===== src/rtl/timer_entry_loader.sv =====
// Keypad entry register and sequencer for a three-digit (M:SS) countdown.
// Collects BCD digits while idle, validates the entry on start, issues a
// one-cycle parallel load to the external mod-10 counter chain, then
// enables counting until the chain reports zero or the user pauses/cancels.
module timer_entry_loader (
  input  logic       clk,
  input  logic       clear,
  input  logic       key_valid,
  input  logic [3:0] key_digit,
  input  logic       start,
  input  logic       stop,
  input  logic       timer_zero,
  output logic       loadn,
  output logic [3:0] data_ones,
  output logic [3:0] data_tens,
  output logic [3:0] data_mins,
  output logic       en,
  output logic       busy,
  output logic       done,
  output logic       err
);

  typedef enum logic [2:0] {
    S_IDLE,
    S_LOAD,
    S_RUN,
    S_PAUSE,
    S_DONE
  } state_e;

  state_e     state_q, state_d;
  logic [3:0] ones_q, ones_d;
  logic [3:0] tens_q, tens_d;
  logic [3:0] mins_q, mins_d;
  // High only in the first RUN cycle after LOAD, so a stale timer_zero
  // from before the load has no effect while the counter settles.
  logic       first_q, first_d;
  logic       err_q, err_d;

  // State, digit and pulse registers; clear aborts everything at once.
  always_ff @(posedge clk or posedge clear) begin
    if (clear) begin
      state_q <= S_IDLE;
      ones_q  <= '0;
      tens_q  <= '0;
      mins_q  <= '0;
      first_q <= 1'b0;
      err_q   <= 1'b0;
    end else begin
      state_q <= state_d;
      ones_q  <= ones_d;
      tens_q  <= tens_d;
      mins_q  <= mins_d;
      first_q <= first_d;
      err_q   <= err_d;
    end
  end

  // Next-state and digit-register update.
  // In IDLE the command priority is start, then stop, then a key press.
  always_comb begin
    state_d = state_q;
    ones_d  = ones_q;
    tens_d  = tens_q;
    mins_d  = mins_q;
    first_d = 1'b0;
    err_d   = 1'b0;
    case (state_q)
      S_IDLE: begin
        if (start) begin
          if ({mins_q, tens_q, ones_q} == 12'h000) begin
            state_d = S_IDLE;
          end else if (tens_q > 4'd5) begin
            err_d = 1'b1;
          end else begin
            state_d = S_LOAD;
          end
        end else if (stop) begin
          ones_d = '0;
          tens_d = '0;
          mins_d = '0;
        end else if (key_valid && (key_digit <= 4'd9)) begin
          mins_d = tens_q;
          tens_d = ones_q;
          ones_d = key_digit;
        end
      end
      S_LOAD: begin
        state_d = S_RUN;
        first_d = 1'b1;
      end
      S_RUN: begin
        if (timer_zero && !first_q) begin
          state_d = S_DONE;
        end else if (stop) begin
          state_d = S_PAUSE;
        end
      end
      S_PAUSE: begin
        if (stop) begin
          ones_d  = '0;
          tens_d  = '0;
          mins_d  = '0;
          state_d = S_IDLE;
        end else if (start) begin
          state_d = S_RUN;
        end
      end
      S_DONE: begin
        ones_d  = '0;
        tens_d  = '0;
        mins_d  = '0;
        state_d = S_IDLE;
      end
      default: begin
        state_d = S_IDLE;
      end
    endcase
  end

  // Outputs are pure state decodes or registers; no input reaches them
  // combinationally.
  always_comb begin
    loadn     = (state_q != S_LOAD);
    en        = (state_q == S_RUN);
    busy      = (state_q == S_LOAD) || (state_q == S_RUN) || (state_q == S_PAUSE);
    done      = (state_q == S_DONE);
    err       = err_q;
    data_ones = ones_q;
    data_tens = tens_q;
    data_mins = mins_q;
  end

endmodule


===== config.mk =====
export PLATFORM = sky130hd
export DESIGN_NAME = timer_entry_loader
export DESIGN_NICKNAME = d
export VERILOG_FILES = /design/src/rtl/timer_entry_loader.sv
export SDC_FILE = /design/constraint.sdc
export NUM_CORES = 1
export LEC_CHECK = 0
export ABC_AREA = 1
export CAP_MARGIN = 20
export CORE_MARGIN = 1
export CORE_UTILIZATION = 50
export CTS_CLUSTER_SIZE = 16
export DETAILED_ROUTE_END_ITERATION = 7
export PLACE_DENSITY = 0.93
export SETUP_SLACK_MARGIN = 0.5
export SLEW_MARGIN = 10
export SYNTH_ARGS = -nofsm -noshare
export SYNTH_HDL_FRONTEND = slang
export SYNTH_SLANG_ARGS = --single-unit

===== constraint.sdc =====
create_clock -name clk -period 2.95 [get_ports clk]
set_input_delay 0.885 -clock clk [delete_from_list [all_inputs] [get_ports clk]]
set_output_delay 0.885 -clock clk [all_outputs]
set_load 0.02 [all_outputs]

# == After elaboration in Yosys (flattened, before gate mapping) ==
# Index checks and enable logic that the tools add are counted.
# totals
word_cells,56
regBits,17
# classes
muxes,26
n_eq_ne,12
reduce_logical,10
n_lt_le_gt_ge,2
# ops
operator,n
$mux 4,10
$pmux 4 s3,3
$mux 3,7
$logic_not 12->1,1
$pmux 3 s4,1
$ne 3x3->1 const B,3
$reduce_and 4->1,2
$eq 3x2->1 const B,2
$ne 2x2->1 const B,3
$mux 1,5
$gt 4x3->1 const B,1
$le 4x4->1 const B,1
$eq 3x1->1 const B,1
$eq 3x3->1 const B,1
$logic_not 3->1,1
$ne 3x1->1 const B,1
$ne 3x2->1 const B,1
$reduce_bool 3->1,1
$logic_and 1x1->1,2
$logic_or 1x1->1,2
$logic_not 1->1,1

# == Longest topological paths before layout ==
# depth
depth_word,6
ltp_mapped,9
mapped_depth_nobuf,8

# == Worst setup path before layout ==
# Ideal clock, no wire load.
# synth_timing
path_kind,reg-to-output
from,register state_q[2]
to,output port en
path_buffers,0
t_required_ns,2.065
arrival_time_ns,1.003
stages_incl_launch_ff,2
path_slack_ns,1.062
path_cell_list,dfrtp_1 > nor3_1
# synth_between
elab_chain_len,1
# synth_rtl
item,line,rtl
from (decl),31,"state_e state_q, state_d;"
from (signal assigned),50,state_q <= state_d;
$eq 3x2->1,125,en = (state_q == S_RUN);
to (decl),17,"output logic en,"
# Every way passes these cells.

# == Worst setup path after layout ==
# layout_timing
from,register state_q[1]
to,output port en
# Same word-level chain as after synthesis.

==> reports/metrics.cfg <==
[run_status]
outcome=finished, final reports clean

[timing]
layout_min_cycle_time_ns=2.37
relSlewSlack=0.574
hold_viol=0
rsz0062_at_grt=no
fmax_ghz=0.421
slew_violations=0
setup_tns_ns=0
period_share=0.805
worst_pin_slew_ns=0.639
fin_ws_ns=0.576
setup_viol=0
fin_worst_skew_ns=0.00225

[clock_network]
cts_resized=4
h-tree-depth=1
worst_skew_pair.late_latency_ns=0.29
numCtsBuffers=3
cts_root_buffer=clkbuf_4
cts_hold_buf=0
clockBufferDepth=2
post-cts-setup-buffers=0
path_clk_slew_ns=0.10
numClockSinks=17
cts_tree=done

[setup_path]
crit_required_ns=2.07
worstSetupPathType=flop to output pin
worstSetupEndpointType=output pin
cp_max_fo=5
cp.arrival_ns=1.49
start_kind=flop

[hold_path]
min_path_type=flop to flop

[floorplan]
start_util=0.546
coreArea_um2=1780
io_pins=27
design.die.area_um2=2130
die_h_um=46.1
rows=15
die_x_um=46.1

[route]
drtIter0Drc=57
route.detailed.drc=0
vias=1004
wire_per_inst_um=12.8
first_pass_iters=4
ant_nets=0
drt-vias-per-instance=5.40
wl_um=2380

[synth]
ys_ff_latch=17
synth_edf_count=0
syn-num-nets=146
yosysMostFrequentCell=nand2_1
netlist_area_um2=973
yosysWarnings=0
synth.top_cell.area_share=0.437
synthTopCellsByArea=dfrtp_1, nand2_1, nor2_1, nand3_1, inv_1
ys_seq_area_frac=0.437
syn-instance-count=136
avgSynthCellArea_um2=7.16
synth_ff_type=dfrtp_1
synth_common_cells=nand2_1, nor2_1, dfrtp_1, nand3_1, inv_1
synth_area_leader_cell=dfrtp_1
async_flop_share=1.00
ys_types=23

[grt]
grt_pass1_wl_um=3800
grt_start_max_net_pins=18
grt_pass1_vias=862
grt_usage=0.253
grt_overflow=0
antenna_found_initial=0

[place]
dp_hpwl_um=1740
gp_congestion=0.904
pre_cts_ws_ns=0.413
port_buffers=26

[power_and_ir_drop]
ir_drop_mv=0.602
leakagePower_nw=0.642
power.total_mw=1.34
p_per_area_nw_per_um2=1070

[flow_run]
maxCapViolCount=0

[final_layout]
final_layout_size_suffix_gt1_frac=0.0870
areaGrowthSynthToFinish_pct=28.8
layout.nets=172
utilization=0.703
diodes=0

[cell families after synthesis]
family                 after synthesis  share of synthesized area
AND/OR/NAND/NOR                     97                      0.427
flip-flops                          17                      0.437
buffers and inverters               16                     0.0848
AO/OA/AOI/OAI                        6                     0.0514
[placed cells by master, fill, tap and decap left out]
cell type,instances
nor4_1,1
clkdlybuf4s50_1,22
o21ai_4,1
and2_0,1
nor2_1,26
nand2_4,1
clkbuf_4,3
o21ai_2,1
clkbuf_1,1
a21o_1,1
nor3_1,1
nor2_2,1
nand4_1,4
inv_1,8
dfrtp_1,17
nor3_2,1
nand3_1,10
a21oi_1,1
o211ai_1,1
nand2_1,48
dlymetal6s2s_1,1
dlygate4sd2_1,3
nand2_2,2
inv_2,3
nand3_2,1
o21ai_0,1
[critical path: stages (launching register included)]
cell and delay, ns:
dfrtp_1 0.48, inv_2 0.10, nor3_1 0.24, dlygate4sd2_1 0.37
[final cells by class]
cell class / count / area [um2]
multi-input combinational: 103 / 470
sequential: 17 / 425
inverter: 11 / 41.3
timing repair buffer: 26 / 259
tap: 25 / 31.3
fill: 139 / 529
clock buffer: 4 / 26.3
[sequential cells by signal, summed over array words and instances, names as in the netlist]
signal,count
data_mins,4
state_q,3
first_q,1
err,1
data_tens,4
data_ones,4
[layer usage]
metal,vias up,routed length [um],GRT usage
met5,-,0,0
met4,0,73,0.129
met3,9,178,0.0118
met2,59,1130,0.414
met1,458,990,0.337
li1,478,-,-
[path summary, 6_finish.rpt]
check                           slack (ns)                  endpoint                      from  cells past startpoint
worst min-delay path                  0.51  data_mins[2]$_DFFE_PP0P_  data_mins[2]$_DFFE_PP0P_                      2
worst max register to register        1.39  data_ones[3]$_DFFE_PP0P_    state_q[2]$_DFFE_PP0P_                      6
worst max-delay path                  0.58                        en    state_q[1]$_DFFE_PP0P_                      3
max in group asynchronous             1.57  data_tens[3]$_DFFE_PP0P_                     clear                      2
worst min register to register        0.51  data_mins[2]$_DFFE_PP0P_  data_mins[2]$_DFFE_PP0P_                      2
min in group asynchronous             0.97             err$_DFF_PP0_                     clear                      2
[where the power goes]
group          switching [mW]  internal (mW)  total [mW]
registers               0.108          0.323       0.431
clock network          0.0727         0.0526       0.125
logic                   0.486          0.301       0.787
total                   0.667          0.676        1.34
[through the flow]
step / hold slack (ns) / area, um2 / cells
3_3_place_gp: 0.484 / 1220 / 182
5_1_grt: 0.537 / 1250 / 186
6_report: 0.508 / 1250 / 186
3_5_place_dp: 0.483 / 1220 / 182
2_1_floorplan: 0.492 / 973 / 136
4_1_cts: 0.506 / 1250 / 186
No activity file was read; power rests on OpenSTA's default activity.
